<file path="config.mk">
export PLATFORM = sky130hd
export DESIGN_NAME = alu_pipe_hs
export DESIGN_NICKNAME = d
export VERILOG_FILES = /design/src/rtl/alu_pipe_hs.sv
export SDC_FILE = /design/constraint.sdc
export NUM_CORES = 1
export LEC_CHECK = 0
export ABC_AREA = 1
export BUFFER_PORTS_ARGS = -buffer_cell sky130_fd_sc_hd__buf_2
export CAP_MARGIN = 10
export CORE_MARGIN = 2
export CORE_UTILIZATION = 30
export DETAILED_ROUTE_END_ITERATION = 16
export SLEW_MARGIN = 20
export SYNTH_ARGS = -nofsm -noshare
export SYNTH_HDL_FRONTEND = slang
export SYNTH_SLANG_ARGS = --single-unit
</file>
<file path="constraint.sdc">
create_clock -name clk -period 5.3 [get_ports clk]
set_input_delay 0.795 -clock clk [delete_from_list [all_inputs] [get_ports clk]]
set_output_delay 0.795 -clock clk [all_outputs]
set_load 0.05 [all_outputs]
</file>
<file path="src/rtl/alu_pipe_hs.sv">
// alu_pipe_hs: two-stage pipelined ALU with valid/ready handshake on both sides and a pass-through tag
//
// Ports:
//   clk, rst_n            clock, synchronous active-low reset
//   in_valid / in_ready   request handshake (opcode, input1, input2, shiftValue, in_tag)
//   out_valid / out_ready result handshake (result, out_tag, carry/zero/neg/ovf/err flags)
// Stage 1 registers the request, stage 2 registers the computed result and flags.
// Opcodes: 0 ADD, 1 SUB, 2 MUL, 3 SLTU, 4 XOR, 5 AND, 6 OR, 7 SLL, 8 SRL, 9 SRA, 10 SLT,
// 11-15 illegal (result 0, zeroFlag 1, errFlag 1).
module alu_pipe_hs #(
   parameter int WIDTH   = 8,
   parameter int TAG_W   = 4,
   parameter int SHAMT_W = 5
) (
   input  logic               clk,
   input  logic               rst_n,
   input  logic               in_valid,
   output logic               in_ready,
   input  logic [3:0]         opcode,
   input  logic [WIDTH-1:0]   input1,
   input  logic [WIDTH-1:0]   input2,
   input  logic [SHAMT_W-1:0] shiftValue,
   input  logic [TAG_W-1:0]   in_tag,
   output logic               out_valid,
   input  logic               out_ready,
   output logic [WIDTH-1:0]   result,
   output logic [TAG_W-1:0]   out_tag,
   output logic               carryFlag,
   output logic               zeroFlag,
   output logic               negFlag,
   output logic               ovfFlag,
   output logic               errFlag
);
   localparam int LW = $clog2(WIDTH);
   logic               s1_valid, s2_valid, adv1, adv2;
   logic [3:0]         s1_op;
   logic [WIDTH-1:0]   s1_a, s1_b;
   logic [LW-1:0]      s1_sh;
   logic [TAG_W-1:0]   s1_tag;
   logic [WIDTH:0]     sum, diff, sll_x, srl_x;
   logic [2*WIDTH-1:0] prod;
   logic [WIDTH-1:0]   res;
   logic               c, v, e;
   logic               unused_sh;
   // only the low LW bits of the shift amount matter
   assign unused_sh = ^shiftValue;
   assign adv2      = !s2_valid | out_ready;
   assign adv1      = !s1_valid | adv2;
   assign in_ready  = adv1 & rst_n;
   assign out_valid = s2_valid;
   always_comb begin
      sum   = {1'b0, s1_a} + {1'b0, s1_b};
      diff  = {1'b0, s1_a} - {1'b0, s1_b};
      prod  = {{WIDTH{1'b0}}, s1_a} * {{WIDTH{1'b0}}, s1_b};
      // the extra bit of each widened shift captures the last bit shifted out
      sll_x = {1'b0, s1_a} << s1_sh;
      srl_x = {s1_a, 1'b0} >> s1_sh;
      res   = '0;
      c     = 1'b0;
      v     = 1'b0;
      e     = 1'b0;
      case (s1_op)
         4'd0: begin
            res = sum[WIDTH-1:0];
            c   = sum[WIDTH];
            v   = (s1_a[WIDTH-1] == s1_b[WIDTH-1]) && (sum[WIDTH-1] != s1_a[WIDTH-1]);
         end
         4'd1: begin
            res = diff[WIDTH-1:0];
            c   = diff[WIDTH];
            v   = (s1_a[WIDTH-1] != s1_b[WIDTH-1]) && (diff[WIDTH-1] != s1_a[WIDTH-1]);
         end
         4'd2: begin
            res = prod[WIDTH-1:0];
            c   = |prod[2*WIDTH-1:WIDTH];
         end
         4'd3: begin
            res = {{(WIDTH-1){1'b0}}, diff[WIDTH]};
            c   = diff[WIDTH];
         end
         4'd4: res = s1_a ^ s1_b;
         4'd5: res = s1_a & s1_b;
         4'd6: res = s1_a | s1_b;
         4'd7: begin
            res = sll_x[WIDTH-1:0];
            c   = sll_x[WIDTH];
         end
         4'd8: begin
            res = srl_x[WIDTH:1];
            c   = srl_x[0];
         end
         4'd9: begin
            res = $signed(s1_a) >>> s1_sh;
            c   = srl_x[0];
         end
         4'd10: res = {{(WIDTH-1){1'b0}}, $signed(s1_a) < $signed(s1_b)};
         default: e = 1'b1;
      endcase
   end
   always_ff @(posedge clk) begin
      if (!rst_n) begin
         s1_valid  <= 1'b0;
         s1_op     <= '0;
         s1_a      <= '0;
         s1_b      <= '0;
         s1_sh     <= '0;
         s1_tag    <= '0;
         s2_valid  <= 1'b0;
         result    <= '0;
         out_tag   <= '0;
         carryFlag <= 1'b0;
         zeroFlag  <= 1'b0;
         negFlag   <= 1'b0;
         ovfFlag   <= 1'b0;
         errFlag   <= 1'b0;
      end else begin
         if (adv1) begin
            s1_valid <= in_valid;
            if (in_valid) begin
               s1_op  <= opcode;
               s1_a   <= input1;
               s1_b   <= input2;
               s1_sh  <= shiftValue[LW-1:0];
               s1_tag <= in_tag;
            end
         end
         // illegal ops leave res at 0, so zero=1 and neg=0 fall out naturally
         if (adv2) begin
            s2_valid <= s1_valid;
            if (s1_valid) begin
               result    <= res;
               out_tag   <= s1_tag;
               carryFlag <= c;
               zeroFlag  <= res == '0;
               negFlag   <= res[WIDTH-1];
               ovfFlag   <= v;
               errFlag   <= e;
            end
         end
      end
   end
endmodule

</file>
==> results of run 1 <==
## state kept, by name (all words and copies together), names as in the netlist
name	flops
s1_tag	4
s1_op	4
result	8
s1_a	8
s1_valid	1
errFlag	1
s1_sh	3
carryFlag	1
zeroFlag	1
out_tag	4
s1_b	8
ovfFlag	1
out_valid	1
## power breakdown
part / switching (mW) / internal [mW]
sequential: 0.0412 / 0.363
clock: 0.141 / 0.270
combinational: 0.327 / 0.163
total: 0.509 / 0.796
## cell type report
cell class | instances | area (µm²) | area share (%)
multi-input combinational | 679 | 4080 | 63.2
sequential | 45 | 901 | 14.0
inverter | 180 | 676 | 10.5
tap | 260 | 325 | 5.04
timing repair buffer | 54 | 283 | 4.38
clock buffer | 5 | 125 | 1.94
clock inverter | 3 | 65.1 | 1.01
## metal layers
metal / track usage (%) / vias up
met3: 1.61 / 23
li1: - / 2972
met4: 3.80 / 0
met5: 0 / -
met1: 22.9 / 2693
met2: 26.2 / 162
## synthesized netlist by cell type (all sizes together) (11+ instances only)
| cell type | count |
|---|---|
| nand2 | 277 |
| inv | 179 |
| nand3 | 77 |
| nor2 | 77 |
| ha | 60 |
| o21ai | 54 |
| a21oi | 51 |
| dfxtp | 45 |
| fa | 38 |
| clkbuf | 27 |
| nand4 | 18 |
| buf | 11 |
## worst max path at each step
stage | depth (start not counted) | to | slack (ps)
global placement | 21 | carryFlag | 660
detailed placement | 21 | carryFlag | 590
CTS | 21 | carryFlag | 590
global route | 21 | carryFlag | 270
floorplan | 21 | carryFlag | 1120
finish | 21 | carryFlag | 630
## worst max-delay path: cells and delay by family (launching register included)
kind | cells | cell delay, ps
fa+ha+maj | 6 | 2350
compound gates | 1 | 70
simple gates | 10 | 1160
buf+inv | 4 | 310
flops | 1 | 670
## logic make-up (layout without fill, tap and decap cells)
group / after synthesis / after routing / synth area share [%]
compound gates: 120 / 120 / 11.0
xor+xnor: 4 / 4 / 0.603
fa+ha+maj: 98 / 98 / 26.0
buf+inv: 218 / 242 / 14.4
flops: 45 / 45 / 15.5
simple gates: 457 / 457 / 32.5
## through the flow
stage	worst slack (ps)	hold WS, ps
CTS	587	477
detailed placement	593	466
global placement	665	458
floorplan	1120	450
global route	265	491
finish	630	475
==> metrics, run 1 <==
clk_lat worst skew 290 ps; reg2reg path depth 21; fillers 2082; slew margin rel. 43.0%; routed length per placed instance 13.3 µm; average size of a mapped cell 6.17 µm²; top layer in use met4; # hold bufs at CTS 0; status completed; placed insts 1218; crit path time final 4670 ps; largest net degree at the start of global routing 53; HP Class flip-flop to flip-flop; Hold Fails Final Rpt 0; Antenna Nets Post-Route 0; CTS tree done; core footprint 0.0188 mm²; H-tree depth 2; top-area cell type share of the netlist area 17.8%; Post-Layout Cell Count 1226; max-capacitance violation count 0; Final Net Count 1096; Hold Crit Start carryFlag; CP max-delay cell dfxtp_1; DRT Pass-1 Iters 7; reg2reg end carryFlag; M1 WL 7640 µm; Clock Path Buffers 2; Mapped Area 0.00581 mm²; Die Width 143 µm; Synth area leaders nand2_1 18%, dfxtp_1 16%, fa_1 13%, ha_1 13%, inv_1 11%; Tcrit/Tclk final 88.1%; routed via count 5850; max-slew violation count 0; commonest non-fill, non-tap cells in the layout 275 x nand2_1, 172 x inv_1, 77 x nand3_1; syn_nets 1073; clk_skew 8.20 ps; startpoint types flip-flop; fmax 214 MHz; Post-route DRC 0; DRT iter0 DRCs 512; die area 0.0205 mm²; Synth async-reset ratio 0%; Distinct cells, synth 32; reg-to-reg slack, setup 630 ps; Post-CTS Setup Bufs 0; Leakage 3.64 nW; post-route cell area 0.00645 mm²; metal3 WL 847 µm; slowest stage delay, CP 670 ps; routed wire length on met2 7500 µm; WHS Endpoint carryFlag; RD Place Congestion 0.986; Slew @ Worst Pin 852 ps; antenna violations before repair 0; clock-pin slew on the worst setup and hold paths 70 ps; ys flop type dfxtp_1; crit path capture type flip-flop; post-synthesis sequential area ratio 15.5%; Syn Inst Count 942; Num CTS Buffers 5; placed cell areas 0.00626 mm²; Port Buffers 49; WS Path Type flip-flop to flip-flop; RSZ-0062 raised after global routing false; CTS root buffer clkbuf_16; power density cells 202 mW/mm²; commonest non-fill, non-tap cell in the layout nand2_1; first-pass GRT wire length 26600 µm; Post-CTS Resized 0; vias in the first global route 5293; number of flops mapped to enable cells by yosys 0; #FFs+latches synth 45; maximum fanout along the worst path 12; final core occ 34.3%; All-Layer GR Usage 16.1%; R2R Path Start s1_a[3]; cells along the critical path ha_1, inv_1, fa_1, inv_1, fa_1, inv_1, fa_1, fa_1, inv_1, ha_1, nand2_1, nor2_1, nand3_1, nand4_1, nand2_1, nor2_1, nand3_1, nand2_1, nand2_1, nand2_1, a21oi_1; Max IR drop VDD 146 µV; I/O Pins 52; DP HPWL 13100 µm; Initial Util 30.9%; Required @ worst endpoint 5480 ps; share of cells above drive strength 1 7.87%; Setup TNS 0 ps; Yosys Warn Count 0; most common cell type on the critical path nand2_1; Data arrival, critical path 4850 ps; number of vias per cell 4.77; Worst Setup SP s1_a[3]; Synth area leader nand2_1; hold depth 2; overall power 1.31 mW; Core Rows 50; global route overflow 0; Die Ht 143 µm; final setup violating endpoints 0; DRT Wirelength 16300 µm; P&R area growth vs syn 11.0%; n_diodes 0; clock sink count 45
No activity file was read; power rests on OpenSTA's default activity.
==> run 2: changes to the inputs <==
--- a/config.mk
+++ b/config.mk
@@ -6,11 +6,12 @@
 export NUM_CORES = 1
 export LEC_CHECK = 0
 export ABC_AREA = 1
-export BUFFER_PORTS_ARGS = -buffer_cell sky130_fd_sc_hd__buf_2
 export CAP_MARGIN = 10
 export CORE_MARGIN = 2
-export CORE_UTILIZATION = 30
+export CORE_UTILIZATION = 60
 export DETAILED_ROUTE_END_ITERATION = 16
+export DONT_BUFFER_PORTS = 1
+export PLACE_DENSITY = 0.79
 export SLEW_MARGIN = 20
 export SYNTH_ARGS = -nofsm -noshare
 export SYNTH_HDL_FRONTEND = slang
==> constraint.sdc (replaced) <==
create_clock -name clk -period 4 [get_ports clk]
set_input_delay 0.6 -clock clk [delete_from_list [all_inputs] [get_ports clk]]
set_output_delay 0.6 -clock clk [all_outputs]
set_load 0.05 [all_outputs]
==> run 2 against run 1 <==
Compared with the run above: the flow now finishes with violations (setup timing); sequential cell count unchanged; via count rose by 2.9%; global-route usage increased by 16 points; die area fell by 49%; hold slack lost 72 ps; clock power shrank 24%; first-iteration DRC count decreased by 4.1%; critical path depth is 2 higher; cell area up 3.2%; largest cell class unchanged; highest routed layer unchanged.
==> metrics, run 2 (synthesized netlist as in run 1, its figures left out) <==
DRT Pass-1 Iters 5 (-2); Clk pwr share 19.3% (-12 points); largest net degree at the start of global routing 43 (-19%); Port Buffers 0 (-100%); Die Width 102 µm (-28%); Final Net Count 1095 (-0.091%); DRT iter0 DRCs 491 (-4.1%); combinational share of power 45.2% (+7.6 points); die area 0.0105 mm² (-49%); Slew @ Worst Pin 961 ps (+108 ps); clk_lat worst skew 320 ps (+30 ps); share of cells above drive strength 1 16.3% (+8.4 points); RSZ-0062 raised after global routing true; status finished with violations; Internal 0.902 mW (+13%); Largest regs result (8), s1_a (8), s1_b (8); max-slew violation count 0 (unchanged); core footprint 0.00933 mm² (-50%); Data arrival, critical path 4250 ps (-600 ps); routed length per placed instance 14.9 µm (+11%); Tcrit/Tclk final 101% (+13 points); Post-route DRC 0 (unchanged); CTS root buffer clkbuf_8; crit path capture type flip-flop; hold slack 403 ps (-72.2 ps); clock-pin slew on the worst setup and hold paths 100 ps (+30 ps); failing checks setup timing; HP Class primary input to flip-flop; H-tree depth 2 (unchanged); RD Place Congestion 0.971 (-1.5%); overall power 1.62 mW (+24%); Required @ worst endpoint 4220 ps (-1260 ps); DP HPWL 12500 µm (-4.3%); DRT Wirelength 16300 µm (-0.42%); Die Ht 102 µm (-28%); CTS tree done; Num CTS Buffers 5 (unchanged); routed via count 6019 (+2.9%); Post-Layout Cell Count 1095 (-11%); antenna violations before repair 1 (+1); slew margin rel. 35.9% (-7.1 points); commonest non-fill, non-tap cells in the layout 255 x nand2_1, 159 x inv_1, 73 x nand3_1; number of vias per cell 5.50 (+15%); maximum fanout along the worst path 7 (-5); Sw Pwr 0.714 mW (+40%); commonest non-fill, non-tap cell in the layout nand2_1; Clock Path Buffers 2 (unchanged); power density cells 243 mW/mm² (+20%); P&R area growth vs syn 14.5%; Max IR drop VDD 173 µV (+19%); Hold Fails Final Rpt 0 (unchanged); # hold bufs at CTS 0 (unchanged); I/O Pins 52 (unchanged); Antenna Nets Post-Route 0 (unchanged); Initial Util 62.3% (+31 points); fmax 248 MHz (+16%); Seq pwr share 35.5% (+4.5 points); clk_skew 10.8 ps (+2.62 ps); vias in the first global route 5494 (+3.8%); Sw Ratio 44.2% (+5.2 points); startpoint types flip-flop; max-capacitance violation count 0 (unchanged); crit path time final 4030 ps (-636 ps); All-Layer GR Usage 32.3% (+16 points); clock sink count 45 (unchanged); final worst slack -34.0 ps (-664 ps); first-pass GRT wire length 26500 µm (-0.41%); Leakage 3.65 nW (about the same); global route overflow 0 (unchanged); WS Path Type flip-flop to flip-flop; Core Rows 35 (-30%); placed insts 1079 (-11%); fillers 825 (-60%); final setup violating endpoints 2 (+2)
==> run 2: repair_timing <==
action,4_1_cts,5_1_grt
setup endpoints to repair,5,5
gates resized for setup,77,25
buffers inserted,5,2
pin swaps,33,21
==> run 2: final timing paths <==
kind                            depth (start not counted)  slack, ps   endpoint       from
worst max-delay path                                   23        -30  carryFlag    s1_a[4]
worst min-delay path                                    2        400    s1_a[1]      rst_n
worst max register to register                         23        -30  carryFlag    s1_a[4]
worst min register to register                          2        480  s1_tag[1]  s1_tag[1]
==> run 2: worst max-delay path, cell delays in order, from the launching register on <==
cell     delay, ps
dfxtp_4        400
ha_4           170
fa_1           490
inv_2           40
fa_2           530
fa_1           430
fa_1           510
inv_2           50
ha_4           290
nand2_1         50
nand2_1         80
nand2_1         60
nand2_1         80
inv_1           50
nand2_1         50
nand2_1         40
nand2_1         50
nand2_1         60
nor2_2         120
nand3_2        120
nand2_2         80
nand2_2         60
nand2_2         60
a21oi_2         50
==> run 2: final cells by class <==
| class | count | area, µm² | share of cell area (%) |
|---|---|---|---|
| diodes | 1 | 2.50 | 0.0376 |
| repair buffers | 53 | 417 | 6.26 |
| multi-input cells | 679 | 4360 | 65.5 |
| clock buffers | 5 | 68.8 | 1.03 |
| well taps | 129 | 161 | 2.43 |
| clock inverters | 3 | 25.0 | 0.376 |
| inverters | 180 | 676 | 10.2 |
| flip-flops and latches | 45 | 946 | 14.2 |
==> run 2: metrics by stage <==
step	setup TNS [ps]	util (%)	setup slack (ps)	area, µm²
final	-36.6	71.3	-34.0	6660
after global routing	-529	71.3	-225	6660
after CTS	0	70.6	0.585	6580
after detailed placement	-1150	66.0	-398	6160
after global placement	-876	66.0	-339	6160
after floorplan	0	-	9.53	5820
==> run 2: power by group through the flow <==
stage / clock (mW) / sequential [mW] / combinational (mW)
2_1_floorplan: 0 / 0.553 / 0.467
3_3_place_gp: 0 / 0.582 / 0.616
3_5_place_dp: 0 / 0.583 / 0.623
4_1_cts: 0.311 / 0.573 / 0.699
5_1_grt: 0.329 / 0.580 / 0.817
6_report: 0.312 / 0.574 / 0.731
==> run 2: layer usage <==
layer  GRT usage, %  share of wire (%)
met5              0                  0
met4           9.23                2.9
met3           4.72                8.0
met2           50.9                 45
met1           46.1                 44
